===== config.mk =====
export PLATFORM = sky130hd
export DESIGN_NAME = drum_strike_detector
export DESIGN_NICKNAME = d
export VERILOG_FILES = /design/src/rtl/drum_pkg.sv /design/src/rtl/drum_zone_classifier.sv /design/src/rtl/drum_strike_detector.sv
export SDC_FILE = /design/constraint.sdc
export NUM_CORES = 1
export LEC_CHECK = 0
export BUFFER_PORTS_ARGS = -buffer_cell sky130_fd_sc_hd__buf_4
export CAP_MARGIN = 20
export CORE_MARGIN = 2
export CORE_UTILIZATION = 30
export DETAILED_ROUTE_END_ITERATION = 16
export PLACE_DENSITY = 0.6
export SETUP_SLACK_MARGIN = 0.3
export SLEW_MARGIN = 25
export SYNTH_ARGS = -nofsm -noshare
export SYNTH_HDL_FRONTEND = slang
export SYNTH_SLANG_ARGS = --single-unit

===== constraint.sdc =====
create_clock -name clk -period 3.3 [get_ports clk]
set_clock_uncertainty 0.05 [all_clocks]
set_input_delay 0.165 -clock clk [delete_from_list [all_inputs] [get_ports clk]]
set_output_delay 0.165 -clock clk [all_outputs]
set_load 0.05 [all_outputs]

===== src/rtl/drum_pkg.sv =====
// Shared types and constants for the drum strike detector and its zone classifier.
package drum_pkg;

    localparam int unsigned NUM_DRUMS = 8;

    typedef logic [3:0] drum_code_t;

    typedef enum logic [1:0] {
        StIdle,
        StArmed,
        StHoldoff
    } strike_state_t;

    function automatic drum_code_t make_drum_code(input logic row, input logic [1:0] zone);
        return {1'b0, row, zone};
    endfunction

endpackage


===== src/rtl/drum_zone_classifier.sv =====
// Combinational mapping of stick yaw/pitch onto one of eight drums (4 yaw zones x 2 rows).
module drum_zone_classifier
    import drum_pkg::*;
#(
    parameter int unsigned DATA_W     = 16,
    parameter int          YAW_B0     = -6000,
    parameter int          YAW_B1     = 0,
    parameter int          YAW_B2     = 6000,
    parameter int          PITCH_HIGH = 3000
) (
    input  logic signed [DATA_W-1:0] yaw,
    input  logic signed [DATA_W-1:0] pitch,
    output drum_code_t               drum_code
);

    localparam logic signed [DATA_W-1:0] B0 = DATA_W'(YAW_B0);
    localparam logic signed [DATA_W-1:0] B1 = DATA_W'(YAW_B1);
    localparam logic signed [DATA_W-1:0] B2 = DATA_W'(YAW_B2);
    localparam logic signed [DATA_W-1:0] PH = DATA_W'(PITCH_HIGH);

    logic [1:0] zone;
    logic       row;

    always_comb begin
        if (yaw < B0) begin
            zone = 2'd0;
        end else if (yaw < B1) begin
            zone = 2'd1;
        end else if (yaw < B2) begin
            zone = 2'd2;
        end else begin
            zone = 2'd3;
        end
        row       = (pitch >= PH);
        drum_code = make_drum_code(row, zone);
    end

endmodule


===== src/rtl/drum_strike_detector.sv =====
// Pitch-rate strike detector: arm on downswing, fire on rebound, then hold off re-triggers.
// Optional strike velocity output is built when DRUM_STRIKE_VELOCITY_EN is defined.
module drum_strike_detector
    import drum_pkg::*;
#(
    parameter int unsigned DATA_W          = 16,
    parameter int unsigned STRIKE_THRESH   = 4000,
    parameter int unsigned RELEASE_THRESH  = 1000,
    parameter int unsigned ARM_TIMEOUT     = 50,
    parameter int unsigned HOLDOFF_SAMPLES = 20,
    parameter int          YAW_B0          = -6000,
    parameter int          YAW_B1          = 0,
    parameter int          YAW_B2          = 6000,
    parameter int          PITCH_HIGH      = 3000,
    parameter int unsigned VEL_SHIFT       = 8
) (
    input  logic                     clk,
    input  logic                     rst_n,
    input  logic                     enable,
    input  logic                     sample_valid,
    input  logic signed [DATA_W-1:0] rate,
    input  logic signed [DATA_W-1:0] yaw,
    input  logic signed [DATA_W-1:0] pitch,
    output logic                     drum_trigger_valid,
    output logic [3:0]               drum_code,
    output logic [6:0]               strike_velocity,
    output logic                     busy
);

    // One counter serves both the arm timeout and the holdoff window.
    localparam int unsigned CNT_MAX = (ARM_TIMEOUT > HOLDOFF_SAMPLES) ? ARM_TIMEOUT
                                                                      : HOLDOFF_SAMPLES;
    localparam int unsigned CNT_W   = (CNT_MAX < 2) ? 1 : $clog2(CNT_MAX);
    localparam int unsigned ARM_LAST_I  = (ARM_TIMEOUT == 0) ? 0 : ARM_TIMEOUT - 1;
    localparam int unsigned HOLD_LAST_I = (HOLDOFF_SAMPLES == 0) ? 0 : HOLDOFF_SAMPLES - 1;
    localparam logic [CNT_W-1:0] ARM_LAST  = CNT_W'(ARM_LAST_I);
    localparam logic [CNT_W-1:0] HOLD_LAST = CNT_W'(HOLD_LAST_I);

    // Thresholds live in DATA_W+1 bits so a full-scale negative sample compares correctly.
    localparam int                     STRIKE_NEG_I  = -int'(STRIKE_THRESH);
    localparam int                     RELEASE_NEG_I = -int'(RELEASE_THRESH);
    localparam logic signed [DATA_W:0] STRIKE_NEG    = (DATA_W+1)'(STRIKE_NEG_I);
    localparam logic signed [DATA_W:0] RELEASE_NEG   = (DATA_W+1)'(RELEASE_NEG_I);

    if (ARM_TIMEOUT == 0) begin : g_bad_timeout
        $error("ARM_TIMEOUT must be at least 1");
    end
    if (RELEASE_THRESH >= STRIKE_THRESH) begin : g_bad_thresh
        $error("RELEASE_THRESH must be below STRIKE_THRESH");
    end
    if (VEL_SHIFT > DATA_W) begin : g_bad_shift
        $error("VEL_SHIFT must not exceed DATA_W");
    end

    strike_state_t            state_q, state_d;
    logic [CNT_W-1:0]         cnt_q, cnt_d;
    logic signed [DATA_W-1:0] peak_q, peak_d;
    drum_code_t               arm_code_q, arm_code_d;
    drum_code_t               code_q, code_d;
    logic                     trig_q, trig_d;
    drum_code_t               zone_code;
    logic signed [DATA_W:0]   rate_ext;

    assign rate_ext = {rate[DATA_W-1], rate};

    drum_zone_classifier #(
        .DATA_W    (DATA_W),
        .YAW_B0    (YAW_B0),
        .YAW_B1    (YAW_B1),
        .YAW_B2    (YAW_B2),
        .PITCH_HIGH(PITCH_HIGH)
    ) u_classifier (
        .yaw      (yaw),
        .pitch    (pitch),
        .drum_code(zone_code)
    );

    always_comb begin
        state_d    = state_q;
        cnt_d      = cnt_q;
        peak_d     = peak_q;
        arm_code_d = arm_code_q;
        code_d     = code_q;
        trig_d     = 1'b0;

        if (!enable) begin
            state_d = StIdle;
            cnt_d   = '0;
        end else if (sample_valid) begin
            unique case (state_q)
                StIdle: begin
                    if (rate_ext < STRIKE_NEG) begin
                        state_d    = StArmed;
                        peak_d     = rate;
                        arm_code_d = zone_code;
                        cnt_d      = '0;
                    end
                end
                StArmed: begin
                    if (rate < peak_q) begin
                        peak_d     = rate;
                        arm_code_d = zone_code;
                    end
                    // A releasing sample is always above the peak, so arm_code_q is final here.
                    if (rate_ext >= RELEASE_NEG) begin
                        trig_d  = 1'b1;
                        code_d  = arm_code_q;
                        cnt_d   = '0;
                        state_d = (HOLDOFF_SAMPLES == 0) ? StIdle : StHoldoff;
                    end else if (cnt_q == ARM_LAST) begin
                        state_d = StIdle;
                        cnt_d   = '0;
                    end else begin
                        cnt_d = cnt_q + 1'b1;
                    end
                end
                StHoldoff: begin
                    if (cnt_q == HOLD_LAST) begin
                        state_d = StIdle;
                        cnt_d   = '0;
                    end else begin
                        cnt_d = cnt_q + 1'b1;
                    end
                end
                default: begin
                    state_d = StIdle;
                    cnt_d   = '0;
                end
            endcase
        end
    end

    always_ff @(posedge clk or negedge rst_n) begin
        if (!rst_n) begin
            state_q    <= StIdle;
            cnt_q      <= '0;
            peak_q     <= '0;
            arm_code_q <= '0;
            code_q     <= '0;
            trig_q     <= 1'b0;
        end else begin
            state_q    <= state_d;
            cnt_q      <= cnt_d;
            peak_q     <= peak_d;
            arm_code_q <= arm_code_d;
            code_q     <= code_d;
            trig_q     <= trig_d;
        end
    end

    assign drum_trigger_valid = trig_q;
    assign drum_code          = code_q;
    assign busy               = (state_q != StIdle);

`ifdef DRUM_STRIKE_VELOCITY_EN
    logic signed [DATA_W:0] peak_ext;
    logic        [DATA_W:0] peak_mag;
    logic        [DATA_W:0] mag_shifted;
    logic        [6:0]      vel_sat;
    logic        [6:0]      vel_q;

    assign peak_ext    = {peak_q[DATA_W-1], peak_q};
    assign peak_mag    = -peak_ext;
    assign mag_shifted = peak_mag >> VEL_SHIFT;

    always_comb begin
        if (mag_shifted > (DATA_W+1)'(127)) begin
            vel_sat = 7'd127;
        end else begin
            vel_sat = mag_shifted[6:0];
        end
    end

    always_ff @(posedge clk or negedge rst_n) begin
        if (!rst_n) begin
            vel_q <= '0;
        end else if (trig_d) begin
            vel_q <= vel_sat;
        end
    end

    assign strike_velocity = vel_q;
`else
    assign strike_velocity = 7'd0;
`endif

endmodule


# Word level (Yosys, flattened, before mapping)
# Cells that the tools add are included.
# totals
ff_bits	33
out_inout_bits	13
elab_cells	58
# op_classes
n_reduce_logical	7
order_cmp	7
muxes	27
eq_ne	10
addsub	1
# op_table
operator	count
2-to-1 mux 6 bit	6
< comparator 16 x 14 -> 1 bit (second input constant)	2
2-to-1 mux 16 bit	2
one-hot mux 16 bit (2 select lines)	1
one-hot mux 6 bit (3 select lines)	1
>= comparator 16 x 11 -> 1 bit (second input constant)	1
>= comparator 16 x 13 -> 1 bit (second input constant)	1
< comparator 16 x 1 -> 1 bit (second input constant)	1
< comparator 16 x 13 -> 1 bit (second input constant)	1
< comparator 16 bit	1
2-to-1 mux 2 bit	8
2-to-1 mux 4 bit	2
one-hot mux 4 bit (2 select lines)	1
AND reduction 4 bit	2
adder 6 x 1 -> 6 bit (second input constant)	1
== test 6 x 5 -> 1 bit (second input constant)	1
== test 6 bit (second input constant)	1
!= test 3 bit (second input constant)	2
one-hot mux 2 bit (3 select lines)	1
2-to-1 mux 1 bit	5
AND reduction 5 bit	1
!= test 2 bit (second input constant)	2
!= test 4 bit (second input constant)	1
nonzero test 2 bit	2
5 further kinds	5

# Logic depth before layout (Yosys ltp)
# Gate-level depths: netlist (run 1).
# logic_depth
word_depth	6
depth_mapped	9
mapped_depth_nobuf	8

# Modules after synthesis
# From an unflattened synthesis (run 1), not the netlist that was laid out.
# unflattened
cells_unflattened	202
hier_area_um2	2192.1
# modules_own_cells
module	n_inst	area_per_inst_um2	cells_each	seq_area_each_um2
drum_strike_detector	1	2030.7	183	825.8
drum_zone_classifier	1	161.4	19	0.0

# Worst setup path after synthesis (run 1)
# Ideal clock, no wire load.
# synth_timing
path_kind	register to register
from	reg peak_q[9]
to	reg arm_code_q[2]
path_buffers	1
path_stages_with_launch	9
arrival_time_ns	2.357
setup_time_ns	0.125
setup_slack_ns	0.767
cell_sequence	dfrtp_1 -> inv_1 -> ha_1 -> nand2_1 -> or4b_4 -> o211ai_4 -> mux2i_4 -> buf_6 -> mux2_4
# synth_via
elab_chain_cells	3
# synth_lines
element	line_no	source
start, declared	drum_strike_detector.sv:57	logic signed [DATA_W-1:0] peak_q, peak_d;
start signal, assigned	drum_strike_detector.sv:144	peak_q <= peak_d;
< comparator 16 bit	drum_strike_detector.sv:100	if (rate < peak_q) begin
!= test 2 bit (no line)	--	
AND reduction 5 bit (no line)	--	
end signal, assigned	drum_strike_detector.sv:145	arm_code_q <= arm_code_d;
end, declared	drum_strike_detector.sv:58	drum_code_t arm_code_q, arm_code_d;
# No other way between the ends.
# A chain may end at the register's enable or synchronous reset.

# Final worst setup path (run 1)
# layout_timing
from	reg peak_q[9]
to	reg peak_q[4]
# layout_via
elab_chain_cells	3
# layout_lines
element	line_no
< comparator 16 bit	drum_strike_detector.sv:100
!= test 2 bit (no line)	--
AND reduction 5 bit (no line)	--
# No other way between the ends.

==> report_table.html, run 1 <==
<table>
<tr><th>Metric</th><th>Value</th></tr>
<tr><th colspan="2">Run status</th></tr>
<tr><td>Status</td><td>finished, final reports clean</td></tr>
<tr><th colspan="2">Routing</th></tr>
<tr><td>Remaining routing DRC violations</td><td>0</td></tr>
<tr><td>Remaining antenna violation count after routing</td><td>0</td></tr>
<tr><td>Number of vias per cell</td><td>4.74</td></tr>
<tr><td>Routed WL per cell</td><td>12.3 um</td></tr>
<tr><td>Number of vias after detailed routing</td><td>1,587</td></tr>
<tr><td>Total iterations of the first detailed-routing run</td><td>4</td></tr>
<tr><td>First-iteration detailed-routing DRC count</td><td>47</td></tr>
<tr><td>Overall routed net length</td><td>4130 um</td></tr>
<tr><th colspan="2">Critical path</th></tr>
<tr><td>Kind of end point of the critical path</td><td>flop</td></tr>
<tr><td>Reg-to-Reg End</td><td>peak_q[4]$_DFFE_PN0P_</td></tr>
<tr><td>Peak fanout along the critical path</td><td>19</td></tr>
<tr><td>R2r startpoint</td><td>peak_q[9]$_DFFE_PN0P_</td></tr>
<tr><td>R2R cell count</td><td>8</td></tr>
<tr><td>Setup Crit Path Kind</td><td>reg -&gt; reg</td></tr>
<tr><td>Data required time of the critical path</td><td>3.41 ns</td></tr>
<tr><td>Crit start category</td><td>flop</td></tr>
<tr><td>CP Data Arrival Time</td><td>2.77 ns</td></tr>
<tr><td>Register-to-Register Setup Slack</td><td>0.64 ns</td></tr>
<tr><th colspan="2">STA</th></tr>
<tr><td>Number of failing setup endpoints in the final timing report</td><td>0</td></tr>
<tr><td>Final Worst Setup Slack</td><td>0.643 ns</td></tr>
<tr><td>Slew of the pin with the lowest slew margin</td><td>0.656 ns</td></tr>
<tr><td>Final critical path time including I/O delays and setup</td><td>2.66 ns</td></tr>
<tr><td>Final max-slew violation count</td><td>0</td></tr>
<tr><td>Unrepaired setup endpoints after global routing</td><td>false</td></tr>
<tr><td>Final Hold Vio Count</td><td>0</td></tr>
<tr><td>Sum of negative setup slack</td><td>0 ns</td></tr>
<tr><td>Slew headroom</td><td>55.9%</td></tr>
<tr><td>Ratio of final minimum period to clock period</td><td>80.5%</td></tr>
<tr><td>F_max</td><td>0.376 GHz</td></tr>
<tr><td>Smallest hold slack</td><td>0.0749 ns</td></tr>
<tr><th colspan="2">Place</th></tr>
<tr><td>Post-DP HPWL</td><td>3200 um</td></tr>
<tr><td>Pre-CTS setup slack</td><td>0.647 ns</td></tr>
<tr><td>Placer Congestion</td><td>0.767</td></tr>
<tr><td>Buffers added on ports</td><td>49</td></tr>
<tr><th colspan="2">Synthesis</th></tr>
<tr><td>Mean post-synth cell area</td><td>10.3 sq um</td></tr>
<tr><td>Simple-gate portion of the synthesized area</td><td>11.6%</td></tr>
<tr><td>EDFF count, synth</td><td>0</td></tr>
<tr><td>Fraction of synthesized area in multiplexers</td><td>15.8%</td></tr>
<tr><td>Adder-Cell Fraction of Synth Area</td><td>12.8%</td></tr>
<tr><td>Part of the Yosys area used for sequential elements</td><td>37.9%</td></tr>
<tr><td>Area leader, netlist</td><td>sky130_fd_sc_hd__dfrtp_1</td></tr>
<tr><td>Synthesis warning total</td><td>0</td></tr>
<tr><td>Post-synth top flop</td><td>sky130_fd_sc_hd__dfrtp_1</td></tr>
<tr><td>Netlist area before placement</td><td>2050 sq um</td></tr>
<tr><td>Number of storage elements in the synthesis netlist</td><td>31</td></tr>
<tr><td>Xor and xnor area share after synthesis</td><td>0.428%</td></tr>
<tr><td>Cells after synthesis</td><td>198</td></tr>
<tr><td>Compound-cell area share of the yosys netlist</td><td>13.4%</td></tr>
<tr><td>Largest family of logic cells by synthesized area</td><td>multiplexers</td></tr>
<tr><td>Proportion of netlist area held by the largest area contributor</td><td>37.9%</td></tr>
<tr><td>Number of distinct library cells after synthesis</td><td>38</td></tr>
<tr><td>Leading cell types by total area after synthesis</td><td>sky130_fd_sc_hd__dfrtp_1 38%, sky130_fd_sc_hd__ha_1 13%, sky130_fd_sc_hd__mux2_4 6.6%</td></tr>
<tr><td>Async S/R FF share, synth</td><td>100%</td></tr>
<tr><th colspan="2">Power</th></tr>
<tr><td>Leakage</td><td>1.25 nW</td></tr>
<tr><td>Proportion of power drawn by the clock network</td><td>18.8%</td></tr>
<tr><td>Switching power of the nets</td><td>0.000525 W</td></tr>
<tr><td>Power Dens Cells</td><td>594 nW/um^2</td></tr>
<tr><td>Fraction of power consumed by combinational cells</td><td>43.1%</td></tr>
<tr><td>Internal Pwr Total</td><td>0.00100 W</td></tr>
<tr><td>Switching part of the total</td><td>34.4%</td></tr>
<tr><td>Worst IR drop on VDD</td><td>254 uV</td></tr>
<tr><td>Fraction of power consumed by sequential logic</td><td>38.1%</td></tr>
<tr><th colspan="2">Hold path</th></tr>
<tr><td>Startpoint of the lowest-slack hold path</td><td>rate[0]</td></tr>
<tr><td>Hold Path End</td><td>peak_q[0]$_DFFE_PN0P_</td></tr>
<tr><td>Tightest Hold Check Type</td><td>in -&gt; reg</td></tr>
<tr><td>Worst Hold Path Cells</td><td>2</td></tr>
<tr><th colspan="2">Finish</th></tr>
<tr><td>Net total in the final layout</td><td>327</td></tr>
<tr><td>Filler cell count</td><td>675</td></tr>
<tr><td>Footprint of the flip-flops and latches</td><td>776 sq um</td></tr>
<tr><td>Fraction of layout cells with a size suffix above 1</td><td>32.5%</td></tr>
<tr><td>Area added between synthesis and finish</td><td>25.5%</td></tr>
<tr><td>Total area of multi-input combinational cells</td><td>1140 sq um</td></tr>
<tr><td>ANT cells</td><td>0</td></tr>
<tr><th colspan="2">Global route</th></tr>
<tr><td>Largest net degree at the start of global routing</td><td>32</td></tr>
<tr><td>Gr usage total</td><td>12.2%</td></tr>
<tr><td>Global-route wire length before repair</td><td>7270 um</td></tr>
<tr><td>Initial antenna violation count</td><td>0</td></tr>
<tr><td>Via count of the first global-routing pass</td><td>1,624</td></tr>
<tr><td>Global route total overflow</td><td>0</td></tr>
<tr><th colspan="2">Floorplanning</th></tr>
<tr><td>Core box area</td><td>6680 sq um</td></tr>
<tr><td>Die area</td><td>7500 sq um</td></tr>
<tr><td>Starting density of the core</td><td>30.6%</td></tr>
<tr><td>Number of standard-cell rows in the floorplan</td><td>30</td></tr>
<tr><td>Die width</td><td>86.6 um</td></tr>
<tr><td>Ports placed on the boundary</td><td>65</td></tr>
<tr><td>Vertical die dimension</td><td>86.6 um</td></tr>
<tr><th colspan="2">Clocking</th></tr>
<tr><td>Worst-Skew Late Latency</td><td>0.28 ns</td></tr>
<tr><td>Clock tree from TritonCTS</td><td>done</td></tr>
<tr><td>Number of buffers added for setup after CTS</td><td>0</td></tr>
<tr><td>Library cell used as clock root buffer</td><td>sky130_fd_sc_hd__clkbuf_8</td></tr>
<tr><td>CTS sink cnt</td><td>31</td></tr>
<tr><td>Total number of H-tree levels</td><td>2</td></tr>
<tr><td>Clock buffer depth</td><td>2</td></tr>
<tr><td>Num CTS Buffers</td><td>5</td></tr>
<tr><td>Clk pin slew, worst setup/hold paths</td><td>0.07 ns</td></tr>
<tr><th colspan="2">Job</th></tr>
<tr><td>Number of maximum-capacitance violations</td><td>0</td></tr>
</table>
==> per-stage QoR <==
stage | area [sq um] | instances | power (W) | utilization [%]
after floorplan | 2070 | 205 | 0.00109 | -
after global placement | 2480 | 326 | 0.00124 | 37.1
after detailed placement | 2480 | 326 | 0.00125 | 37.1
after CTS | 2570 | 335 | 0.00155 | 38.4
after global routing | 2570 | 335 | 0.00167 | 38.4
final | 2570 | 335 | 0.00153 | 38.4
==> power by group through the flow <==
stage	sequential [W]	combinational, W	clock, W
floorplan	0.000623	0.000464	0
global placement	0.000585	0.000650	0
detailed placement	0.000588	0.000664	0
CTS	0.000583	0.000669	0.000301
global route	0.000599	0.000749	0.000319
finish	0.000582	0.000657	0.000287
==> worst max-delay path by stage <==
stage                     cells past startpoint                   start                         to
after floorplan                               8   peak_q[9]$_DFFE_PN0P_  arm_code_q[2]$_DFFE_PN0P_
after global placement                        8   peak_q[9]$_DFFE_PN0P_  arm_code_q[0]$_DFFE_PN0P_
after detailed placement                      8   peak_q[9]$_DFFE_PN0P_  arm_code_q[1]$_DFFE_PN0P_
after CTS                                     8   peak_q[9]$_DFFE_PN0P_      peak_q[5]$_DFFE_PN0P_
after global routing                          9  peak_q[15]$_DFFE_PN0P_      peak_q[5]$_DFFE_PN0P_
final                                         8   peak_q[9]$_DFFE_PN0P_      peak_q[4]$_DFFE_PN0P_
==> layout by cell type, fill, tap and decap left out, types with 9 or more instances in the layout <==
cell type,instances
sky130_fd_sc_hd__buf_4,50
sky130_fd_sc_hd__inv_1,24
sky130_fd_sc_hd__o21ai_0,10
sky130_fd_sc_hd__dfrtp_1,31
sky130_fd_sc_hd__nand3_1,13
sky130_fd_sc_hd__mux2_2,12
sky130_fd_sc_hd__nand2_1,12
sky130_fd_sc_hd__mux2_4,9
sky130_fd_sc_hd__ha_1,21
==> metal layers <==
metal | up-vias | wire length (um) | global-route usage, %
met5 | - | 0 | 0
met4 | 0 | 49 | 3.69
met1 | 753 | 1830 | 14.7
met3 | 7 | 159 | 3.14
li1 | 798 | - | -
met2 | 29 | 2080 | 21.2
==> repair_timing <==
| item | 4_1_cts | 5_1_grt |
|---|---|---|
| hold buffers | 1 | 0 |
| resized for setup | 0 | 0 |
| hold endpoints to repair | 31 | 0 |
==> cells by family (layout without fill, tap and decap cells) <==
family          count (synthesis)  after routing
fa+ha+maj                      21             21
mux                            25             25
compound gates                 40             40
other cells                     1              8
xor+xnor                        1              1
simple gates                   46             46
flops                          31             31
buf+inv                        33             83
==> area by class of cell <==
type | count | share of cell area [%]
inverter | 24 | 3.51
sequential | 31 | 30.2
clock buffer | 7 | 2.97
tap | 80 | 3.90
timing repair buffer | 51 | 15.0
multi-input combinational | 141 | 44.2
clock inverter | 1 | 0.195
==> state kept, by name, summed over array words and instances, names as in the netlist <==
signal / flops
peak_q: 16
drum_trigger_valid: 1
cnt_q: 6
arm_code_q: 3
drum_code: 3
state_q: 2
==> synth_stat cells, drive strengths merged (2+ instances only) <==
master    n
ha       21
o2bb2ai   2
nand2    12
o21a      2
a31oi     2
o21bai    2
buf       9
a21oi     8
or2       2
nand3    13
o31ai     4
inv      24
nor2      4
mux2i     4
o21ai    10
nor3      4
mux2     21
dfrtp    31
nand2b    4
a211oi    3
a21boi    2
==> worst max-delay path, cell delays in order, from the launching register on <==
cell and delay, ns:
sky130_fd_sc_hd__dfrtp_1 0.35, sky130_fd_sc_hd__inv_1 0.05, sky130_fd_sc_hd__ha_1 0.30, sky130_fd_sc_hd__nand2_1 0.08
sky130_fd_sc_hd__or4b_4 0.55, sky130_fd_sc_hd__o211ai_4 0.22, sky130_fd_sc_hd__mux2i_4 0.25, sky130_fd_sc_hd__buf_4 0.33
sky130_fd_sc_hd__mux2_2 0.37
No activity file was read; power rests on OpenSTA's default activity.
==> inputs of run 2 (changes only) <==
Settings changed: ABC_AREA from default to 1, PLACE_DENSITY 0.6 to 0.61.
Clock period 3.3 ns to 2.43 ns, I/O delays scaled along.
==> report_table.html, run 2 <==
<table>
<tr><th>Metric</th><th>Value</th></tr>
<tr><th colspan="2">Run status</th></tr>
<tr><td>Status</td><td>finished, final reports clean</td></tr>
<tr><th colspan="2">Critical path</th></tr>
<tr><td>Kind of end point of the critical path</td><td>flop</td></tr>
<tr><td>Cell Chain, Critical Path</td><td>inv_1 -&gt; ha_1 -&gt; a21oi_1 -&gt; nor2_1 -&gt; nor3_1 -&gt; nand2_1 -&gt; nand2_1 -&gt; nand2_1 -&gt; nand2_1 -&gt; nand3_1 -&gt; buf_6 -&gt; nand3_1 -&gt; nand2_1</td></tr>
<tr><td>Most Frequent Cell on Critical Path</td><td>sky130_fd_sc_hd__nand2_1</td></tr>
<tr><td>CP Data Arrival Time</td><td>2.04 ns</td></tr>
<tr><td>Setup Crit Path Kind</td><td>reg -&gt; reg</td></tr>
<tr><td>Crit start category</td><td>flop</td></tr>
<tr><td>Peak fanout along the critical path</td><td>19</td></tr>
<tr><td>Slowest cell delay on critical path</td><td>0.34 ns</td></tr>
<tr><td>Crit-path leading delay family</td><td>simple AND/OR/NAND/NOR gates</td></tr>
<tr><td>Slowest-stage cell, CP</td><td>sky130_fd_sc_hd__dfrtp_1</td></tr>
<tr><td>Data required time of the critical path</td><td>2.56 ns</td></tr>
<tr><td>Critical path buffer and inverter count</td><td>2</td></tr>
<tr><th colspan="2">Clocking</th></tr>
<tr><td>Worst-Skew Late Latency</td><td>0.29 ns</td></tr>
<tr><td>Total number of H-tree levels</td><td>2</td></tr>
<tr><td>Library cell used as clock root buffer</td><td>sky130_fd_sc_hd__clkbuf_8</td></tr>
<tr><td>Clock buffer depth</td><td>2</td></tr>
<tr><td>CTS sink cnt</td><td>31</td></tr>
<tr><td>Clk pin slew, worst setup/hold paths</td><td>0.07 ns</td></tr>
<tr><td>Num CTS Buffers</td><td>5</td></tr>
<tr><td>Clock tree from TritonCTS</td><td>done</td></tr>
<tr><th colspan="2">STA</th></tr>
<tr><td>Number of failing setup endpoints in the final timing report</td><td>0</td></tr>
<tr><td>Ratio of final minimum period to clock period</td><td>78.4%</td></tr>
<tr><td>Sum of negative setup slack</td><td>0 ns</td></tr>
<tr><td>Final max-slew violation count</td><td>0</td></tr>
<tr><td>Unrepaired setup endpoints after global routing</td><td>false</td></tr>
<tr><td>F_max</td><td>0.525 GHz</td></tr>
<tr><td>Final Hold Vio Count</td><td>0</td></tr>
<tr><td>Final critical path time including I/O delays and setup</td><td>1.90 ns</td></tr>
<tr><th colspan="2">Finish</th></tr>
<tr><td>ANT cells</td><td>0</td></tr>
<tr><td>Fraction of layout cells with a size suffix above 1</td><td>19.4%</td></tr>
<tr><td>Max FFs per register</td><td>16</td></tr>
<tr><td>Post-route core utilization</td><td>38.5%</td></tr>
<tr><td>Register name with the most flops</td><td>peak_q</td></tr>
<tr><td>Area added between synthesis and finish</td><td>24.5%</td></tr>
<tr><td>Most frequent cells in the layout</td><td>89 x sky130_fd_sc_hd__nand2_1, 50 x sky130_fd_sc_hd__buf_4, 36 x sky130_fd_sc_hd__inv_1</td></tr>
<tr><td>Largest registers</td><td>peak_q x16, cnt_q x6</td></tr>
<tr><td>Net total in the final layout</td><td>402</td></tr>
<tr><td>Most common cell after layout, fill and taps aside</td><td>sky130_fd_sc_hd__nand2_1</td></tr>
<tr><td>Filler cell count</td><td>728</td></tr>
<tr><td>Count of non-filler cells in the finished layout</td><td>426</td></tr>
<tr><th colspan="2">Synthesis</th></tr>
<tr><td>Simple-gate portion of the synthesized area</td><td>29.9%</td></tr>
<tr><td>Async S/R FF share, synth</td><td>100%</td></tr>
<tr><td>Part of the Yosys area used for sequential elements</td><td>36.9%</td></tr>
<tr><td>Synthesis warning total</td><td>0</td></tr>
<tr><td>Area leader, netlist</td><td>sky130_fd_sc_hd__dfrtp_1</td></tr>
<tr><td>Fraction of synthesized area in multiplexers</td><td>0%</td></tr>
<tr><td>Top cell types by occurrence after synthesis</td><td>89 x sky130_fd_sc_hd__nand2_1, 36 x sky130_fd_sc_hd__inv_1, 31 x sky130_fd_sc_hd__dfrtp_1</td></tr>
<tr><td>Most instantiated library cell after synthesis</td><td>sky130_fd_sc_hd__nand2_1</td></tr>
<tr><td>Post-synth top flop</td><td>sky130_fd_sc_hd__dfrtp_1</td></tr>
<tr><td>Xor and xnor area share after synthesis</td><td>1.67%</td></tr>
<tr><td>Leading cell types by total area after synthesis</td><td>sky130_fd_sc_hd__dfrtp_1 37%, sky130_fd_sc_hd__nand2_1 16%, sky130_fd_sc_hd__ha_1 12%</td></tr>
<tr><td>Proportion of netlist area held by the largest area contributor</td><td>36.9%</td></tr>
<tr><td>Number of distinct library cells after synthesis</td><td>26</td></tr>
<tr><td>Mean post-synth cell area</td><td>7.62 sq um</td></tr>
<tr><td>Cells after synthesis</td><td>276</td></tr>
<tr><td>Compound-cell area share of the yosys netlist</td><td>6.66%</td></tr>
<tr><td>Number of storage elements in the synthesis netlist</td><td>31</td></tr>
<tr><td>EDFF count, synth</td><td>0</td></tr>
<tr><td>Largest family of logic cells by synthesized area</td><td>simple AND/OR/NAND/NOR gates</td></tr>
<tr><td>Netlist area before placement</td><td>2100 sq um</td></tr>
<tr><td>Adder-Cell Fraction of Synth Area</td><td>12.5%</td></tr>
<tr><th colspan="2">Power</th></tr>
<tr><td>Post-layout total power</td><td>0.00178 W</td></tr>
<tr><td>Worst IR drop on VDD</td><td>199 uV</td></tr>
<tr><td>Power Dens Cells</td><td>681 nW/um^2</td></tr>
<tr><td>Leakage</td><td>1.42 nW</td></tr>
<tr><th colspan="2">Global route</th></tr>
<tr><td>Global route total overflow</td><td>0</td></tr>
<tr><td>Gr usage total</td><td>13.0%</td></tr>
<tr><td>Largest net degree at the start of global routing</td><td>32</td></tr>
<tr><td>Global-route wire length before repair</td><td>7900 um</td></tr>
<tr><td>GR met1 Demand/Resource</td><td>15.0%</td></tr>
<tr><td>Met2 usage in global routing</td><td>22.7%</td></tr>
<tr><td>Grt met3 use</td><td>3.30%</td></tr>
<tr><td>Global route hottest layer</td><td>met2</td></tr>
<tr><td>Initial antenna violation count</td><td>0</td></tr>
<tr><td>Via count of the first global-routing pass</td><td>1,848</td></tr>
<tr><th colspan="2">Floorplanning</th></tr>
<tr><td>Vertical die dimension</td><td>87.7 um</td></tr>
<tr><td>Number of standard-cell rows in the floorplan</td><td>30</td></tr>
<tr><td>Ports placed on the boundary</td><td>65</td></tr>
<tr><td>Core box area</td><td>6790 sq um</td></tr>
<tr><td>Starting density of the core</td><td>31.0%</td></tr>
<tr><td>Die area</td><td>7700 sq um</td></tr>
<tr><td>Die width</td><td>87.7 um</td></tr>
<tr><th colspan="2">Place</th></tr>
<tr><td>Placer Congestion</td><td>0.797</td></tr>
<tr><td>Count of placed standard cells including taps</td><td>417</td></tr>
<tr><td>Buffers added on ports</td><td>49</td></tr>
<tr><td>Post-DP HPWL</td><td>3410 um</td></tr>
<tr><th colspan="2">Routing</th></tr>
<tr><td>Number of vias per cell</td><td>4.37</td></tr>
<tr><td>Number of vias after detailed routing</td><td>1,863</td></tr>
<tr><td>Total iterations of the first detailed-routing run</td><td>4</td></tr>
<tr><td>Overall routed net length</td><td>4460 um</td></tr>
<tr><td>Remaining routing DRC violations</td><td>0</td></tr>
<tr><td>First-iteration detailed-routing DRC count</td><td>56</td></tr>
<tr><td>Routed WL per cell</td><td>10.5 um</td></tr>
<tr><td>Remaining antenna violation count after routing</td><td>0</td></tr>
<tr><th colspan="2">Hold path</th></tr>
<tr><td>Tightest Hold Check Type</td><td>in -&gt; reg</td></tr>
<tr><th colspan="2">Job</th></tr>
<tr><td>Number of maximum-capacitance violations</td><td>0</td></tr>
</table>
run 2: cell count changes in the layout (fill, tap and decap cells not counted), moves of 4 or more:
cell / previous run / this run
sky130_fd_sc_hd__nand2b_1: 4 / 0
sky130_fd_sc_hd__mux2_4: 9 / 0
sky130_fd_sc_hd__nor2_1: 4 / 10
sky130_fd_sc_hd__nand3_1: 13 / 28
sky130_fd_sc_hd__nand4_1: 1 / 5
sky130_fd_sc_hd__nand2_1: 12 / 89
sky130_fd_sc_hd__mux2_2: 12 / 0
sky130_fd_sc_hd__inv_1: 24 / 36
run 2: stage by stage:
stage               hold WS (ns)  cell area (sq um)  setup WS, ns
global route              0.0367               2620         0.316
finish                    0.0158               2620         0.526
detailed placement        0.0414               2510         0.429
global placement          0.0417               2510         0.482
floorplan                 -0.224               2130         0.623
CTS                      0.00776               2610         0.424
run 2: metal layers:
metal	wire length (um)	vias up	part of all wire [%]
li1	-	980	-
met4	83	0	1.9
met3	204	7	4.6
met5	0	-	0
met2	2160	37	49
met1	2010	839	45
run 2: worst register-to-register path, stage by stage (launching register included):
cell and delay [ns]:
sky130_fd_sc_hd__dfrtp_1 0.34, sky130_fd_sc_hd__inv_1 0.04, sky130_fd_sc_hd__ha_1 0.28, sky130_fd_sc_hd__a21oi_1 0.15, sky130_fd_sc_hd__nor2_1 0.06, sky130_fd_sc_hd__nor3_1 0.13, sky130_fd_sc_hd__nand2_1 0.08, sky130_fd_sc_hd__nand2_1 0.08
sky130_fd_sc_hd__nand2_1 0.05, sky130_fd_sc_hd__nand2_1 0.06, sky130_fd_sc_hd__nand3_1 0.13, sky130_fd_sc_hd__buf_6 0.21, sky130_fd_sc_hd__nand3_1 0.08, sky130_fd_sc_hd__nand2_1 0.05
run 2: cells by family after synthesis:
family,count (synthesis)
XOR/XNOR,4
adder cells (fa/ha/maj),21
other,1
buffers and inverters,49
AND/OR/NAND/NOR,146
flip-flops,31
AO/OA/AOI/OAI,24
run 2: where the power goes:
part           switching [W]  total (W)  internal [W]
Clock               0.000210   0.000409      0.000199
Sequential         0.0000697   0.000715      0.000646
Combinational       0.000401   0.000659      0.000258
Total               0.000681    0.00178       0.00110
run 2: path summary, 6_finish.rpt:
| check | from | to | slack [ns] | depth (start not counted) |
|---|---|---|---|---|
| min | rate[0] | peak_q[0]$_DFFE_PN0P_ | 0.02 | 3 |
| max in group asynchronous | rst_n | cnt_q[2]$_DFFE_PN0P_ | 1.77 | 2 |
| max reg2reg | peak_q[5]$_DFFE_PN0P_ | arm_code_q[2]$_DFFE_PN0P_ | 0.53 | 13 |
| min reg2reg | peak_q[8]$_DFFE_PN0P_ | peak_q[8]$_DFFE_PN0P_ | 0.42 | 2 |
| max | peak_q[5]$_DFFE_PN0P_ | arm_code_q[2]$_DFFE_PN0P_ | 0.53 | 13 |
| min in group asynchronous | rst_n | state_q[0]$_DFFE_PN0P_ | 0.25 | 2 |
run 2: repair_timing:
| action | CTS | global route |
|---|---|---|
| endpoints found under the hold margin | 31 | 0 |
| gates resized for setup | 0 | 2 |
| hold buffers | 1 | 0 |
| setup endpoints to repair | 0 | 19 |
| setup buffers | 0 | 0 |
run 2: final cells by class:
| class | count | area [sq um] | share of cell area (%) |
|---|---|---|---|
| Multi-Input combinational cell | 203 | 1100 | 42.1 |
| Sequential cell | 31 | 776 | 29.6 |
| Timing Repair Buffer | 52 | 397 | 15.1 |
| Inverter | 36 | 135 | 5.16 |
| Tap cell | 96 | 120 | 4.59 |
| Clock buffer | 5 | 68.8 | 2.63 |
| Clock inverter | 3 | 20.0 | 0.764 |
==> inputs of run 3 (changes only) <==
Clock period 2.43 ns to 1.7 ns, I/O delays scaled along.
==> report_table.html, run 3 (synthesis gave the netlist of run 2 again) <==
<table>
<tr><th>Metric</th><th>Value</th></tr>
<tr><th colspan="2">Hold path</th></tr>
<tr><td>Worst Hold Path Cells</td><td>3</td></tr>
<tr><td>Hold Path End</td><td>peak_q[4]$_DFFE_PN0P_</td></tr>
<tr><td>Tightest Hold Check Type</td><td>in -&gt; reg</td></tr>
<tr><td>Startpoint of the lowest-slack hold path</td><td>rate[4]</td></tr>
<tr><th colspan="2">Clocking</th></tr>
<tr><td>Num CTS Buffers</td><td>5</td></tr>
<tr><td>Total number of H-tree levels</td><td>2</td></tr>
<tr><td>Clock tree from TritonCTS</td><td>done</td></tr>
<tr><td>Worst-Skew Late Latency</td><td>0.29 ns</td></tr>
<tr><td>Library cell used as clock root buffer</td><td>sky130_fd_sc_hd__clkbuf_8</td></tr>
<tr><td>Clock buffer depth</td><td>2</td></tr>
<tr><td>CTS sink cnt</td><td>31</td></tr>
<tr><td>Clk pin slew, worst setup/hold paths</td><td>0.07 ns</td></tr>
<tr><th colspan="2">Routing</th></tr>
<tr><td>First-iteration detailed-routing DRC count</td><td>67</td></tr>
<tr><td>Number of vias after detailed routing</td><td>2,040</td></tr>
<tr><td>Routed WL per cell</td><td>12.1 um</td></tr>
<tr><td>Overall routed net length</td><td>5470 um</td></tr>
<tr><td>Remaining antenna violation count after routing</td><td>0</td></tr>
<tr><td>Remaining routing DRC violations</td><td>0</td></tr>
<tr><td>Number of vias per cell</td><td>4.51</td></tr>
<tr><td>Total iterations of the first detailed-routing run</td><td>6</td></tr>
<tr><th colspan="2">STA</th></tr>
<tr><td>Number of failing setup endpoints in the final timing report</td><td>19</td></tr>
<tr><td>Ratio of final minimum period to clock period</td><td>117%</td></tr>
<tr><td>Final max-slew violation count</td><td>0</td></tr>
<tr><td>Final Hold Vio Count</td><td>0</td></tr>
<tr><td>Final Worst Setup Slack</td><td>-0.283 ns</td></tr>
<tr><td>Unrepaired setup endpoints after global routing</td><td>true</td></tr>
<tr><td>Final critical path time including I/O delays and setup</td><td>1.98 ns</td></tr>
<tr><td>F_max</td><td>0.504 GHz</td></tr>
<tr><th colspan="2">Finish</th></tr>
<tr><td>Most frequent cells in the layout</td><td>74 x sky130_fd_sc_hd__nand2_1, 65 x sky130_fd_sc_hd__buf_4, 31 x sky130_fd_sc_hd__dfrtp_1</td></tr>
<tr><td>Summed area of non-filler cells in the final layout</td><td>3190 sq um</td></tr>
<tr><td>Area added between synthesis and finish</td><td>51.9%</td></tr>
<tr><td>Max FFs per register</td><td>16</td></tr>
<tr><td>Most common cell after layout, fill and taps aside</td><td>sky130_fd_sc_hd__nand2_1</td></tr>
<tr><td>Filler cell count</td><td>679</td></tr>
<tr><td>Register name with the most flops</td><td>peak_q</td></tr>
<tr><td>Fraction of layout cells with a size suffix above 1</td><td>38.5%</td></tr>
<tr><td>ANT cells</td><td>0</td></tr>
<tr><td>Largest registers</td><td>peak_q x16, cnt_q x6</td></tr>
<tr><td>Net total in the final layout</td><td>428</td></tr>
<tr><th colspan="2">Global route</th></tr>
<tr><td>Via count of the first global-routing pass</td><td>1,908</td></tr>
<tr><td>Gr usage total</td><td>13.8%</td></tr>
<tr><td>Largest net degree at the start of global routing</td><td>32</td></tr>
<tr><td>Initial antenna violation count</td><td>0</td></tr>
<tr><td>Global-route wire length before repair</td><td>8330 um</td></tr>
<tr><td>Global route total overflow</td><td>0</td></tr>
<tr><th colspan="2">Place</th></tr>
<tr><td>Post-DP HPWL</td><td>3550 um</td></tr>
<tr><td>Placed Instance Area</td><td>2600 sq um</td></tr>
<tr><td>Buffers added on ports</td><td>49</td></tr>
<tr><td>Pre-CTS setup slack</td><td>-0.171 ns</td></tr>
<tr><td>Placer Congestion</td><td>0.775</td></tr>
<tr><th colspan="2">Floorplanning</th></tr>
<tr><td>Die area</td><td>7700 sq um</td></tr>
<tr><td>Starting density of the core</td><td>31.0%</td></tr>
<tr><td>Core box area</td><td>6790 sq um</td></tr>
<tr><td>Die width</td><td>87.7 um</td></tr>
<tr><td>Vertical die dimension</td><td>87.7 um</td></tr>
<tr><td>Number of standard-cell rows in the floorplan</td><td>30</td></tr>
<tr><td>Ports placed on the boundary</td><td>65</td></tr>
<tr><th colspan="2">Critical path</th></tr>
<tr><td>Cell Chain, Critical Path</td><td>inv_1 -&gt; ha_4 -&gt; nand2_1 -&gt; nor2_1 -&gt; nor3_2 -&gt; nand2_2 -&gt; nand2_2 -&gt; nand3_2 -&gt; nand3_4 -&gt; nand2_8 -&gt; clkbuf_16 -&gt; nand2_2 -&gt; nand2_1</td></tr>
<tr><td>Slowest-stage cell, CP</td><td>sky130_fd_sc_hd__dfrtp_1</td></tr>
<tr><td>Slowest cell delay on critical path</td><td>0.39 ns</td></tr>
<tr><td>Peak fanout along the critical path</td><td>5</td></tr>
<tr><td>Register-to-Register Setup Slack</td><td>-0.28 ns</td></tr>
<tr><td>Kind of end point of the critical path</td><td>flop</td></tr>
<tr><td>Data required time of the critical path</td><td>1.83 ns</td></tr>
<tr><td>Crit start category</td><td>flop</td></tr>
<tr><td>Crit-path leading delay family</td><td>simple AND/OR/NAND/NOR gates</td></tr>
<tr><td>Reg-to-Reg End</td><td>peak_q[15]$_DFFE_PN0P_</td></tr>
<tr><td>Critical path buffer and inverter count</td><td>2</td></tr>
<tr><td>R2R cell count</td><td>13</td></tr>
<tr><td>Setup Crit Path Kind</td><td>reg -&gt; reg</td></tr>
<tr><td>CP Data Arrival Time</td><td>2.11 ns</td></tr>
<tr><td>Most Frequent Cell on Critical Path</td><td>sky130_fd_sc_hd__nand2_2</td></tr>
<tr><td>R2r startpoint</td><td>peak_q[7]$_DFFE_PN0P_</td></tr>
<tr><th colspan="2">Job</th></tr>
<tr><td>Number of maximum-capacitance violations</td><td>0</td></tr>
<tr><th colspan="2">Power</th></tr>
<tr><td>Switching power of the nets</td><td>0.00118 W</td></tr>
<tr><td>Fraction of power consumed by combinational cells</td><td>44.0%</td></tr>
<tr><td>Proportion of power drawn by the clock network</td><td>23.7%</td></tr>
<tr><td>Internal Pwr Total</td><td>0.00205 W</td></tr>
<tr><td>Fraction of power consumed by sequential logic</td><td>32.3%</td></tr>
<tr><td>Power Dens Cells</td><td>1010 nW/um^2</td></tr>
<tr><td>Switching part of the total</td><td>36.5%</td></tr>
<tr><td>Worst IR drop on VDD</td><td>398 uV</td></tr>
<tr><td>Leakage</td><td>1.62 nW</td></tr>
<tr><th colspan="2">Run status</th></tr>
<tr><td>Status</td><td>finished, violations left</td></tr>
<tr><td>Failing checks</td><td>setup timing</td></tr>
</table>
==> run 3: cell types whose count changed in the layout (fill, tap and decap cells not counted), moves of 6 or more <==
cell,before,now
sky130_fd_sc_hd__o21ai_1,0,6
sky130_fd_sc_hd__buf_4,50,65
sky130_fd_sc_hd__nand2_2,1,14
sky130_fd_sc_hd__o21ai_0,7,1
sky130_fd_sc_hd__inv_2,0,11
sky130_fd_sc_hd__ha_4,0,10
sky130_fd_sc_hd__ha_1,21,9
sky130_fd_sc_hd__inv_1,36,25
sky130_fd_sc_hd__nand2_1,89,74
==> run 3: per-stage QoR <==
stage / TNS (ns) / hold slack [ns] / total power (W) / utilization (%) / std cells
after floorplan: -0.603 / -0.261 / 0.00173 / - / 283
after global placement: -1.73 / 0.00525 / 0.00202 / 38.2 / 426
after detailed placement: -2.97 / 0.00567 / 0.00204 / 38.2 / 426
after CTS: -2.47 / 0.00109 / 0.00291 / 42.8 / 445
after global routing: -6.79 / 0.0126 / 0.00346 / 47.0 / 452
final: -4.75 / 0.000485 / 0.00323 / 47.0 / 452
==> run 3: tightest hold or removal path, cell delays in order <==
cell	delay, ns
sky130_fd_sc_hd__buf_4	0.09
sky130_fd_sc_hd__nand3_1	0.07
sky130_fd_sc_hd__nand2_1	0.06
==> run 3: layout make-up <==
type | instances | area, sq um | area share, %
multi-input combinational | 203 | 1360 | 42.5
sequential | 31 | 776 | 24.3
timing repair buffer | 78 | 689 | 21.6
inverter | 36 | 135 | 4.23
tap | 96 | 120 | 3.76
clock buffer | 6 | 82.6 | 2.59
clock inverter | 2 | 35.0 | 1.10
==> run 3: worst max path at each step <==
stage                           start                     end  slack (ns)  cells past startpoint
2_1_floorplan  peak_q[11]$_DFFE_PN0P_  peak_q[10]$_DFFE_PN0P_       -0.06                     14
3_3_place_gp   peak_q[13]$_DFFE_PN0P_  peak_q[10]$_DFFE_PN0P_       -0.11                     10
3_5_place_dp   peak_q[11]$_DFFE_PN0P_   peak_q[1]$_DFFE_PN0P_       -0.17                     10
4_1_cts        peak_q[10]$_DFFE_PN0P_  peak_q[13]$_DFFE_PN0P_       -0.14                     13
5_1_grt        peak_q[15]$_DFFE_PN0P_  peak_q[13]$_DFFE_PN0P_       -0.38                     12
6_report        peak_q[7]$_DFFE_PN0P_  peak_q[15]$_DFFE_PN0P_       -0.28                     13
==> run 3: layer usage <==
metal  up-vias  part of all wire (%)  track usage (%)
met5         -                     0                0
met4         0                   2.6             5.03
met3         9                   4.7             2.45
met2        48                    50             23.5
met1       948                    43             17.5
li1       1035                     -                -
==> run 3: what timing repair did <==
item	4_1_cts	5_1_grt
pin swaps	11	17
setup buffers	5	5
gates cloned	1	2
resized for setup	24	47
endpoints found under the hold margin	35	0
hold buffers	5	0
setup endpoints to repair	31	31
==> run 3: power by group through the flow <==
stage	registers, W	clock network (W)	logic, W
3_3_place_gp	0.00103	0	0.000991
5_1_grt	0.00107	0.000813	0.00158
2_1_floorplan	0.00111	0	0.000621
4_1_cts	0.00103	0.000780	0.00111
6_report	0.00104	0.000766	0.00142
3_5_place_dp	0.00104	0	0.00100
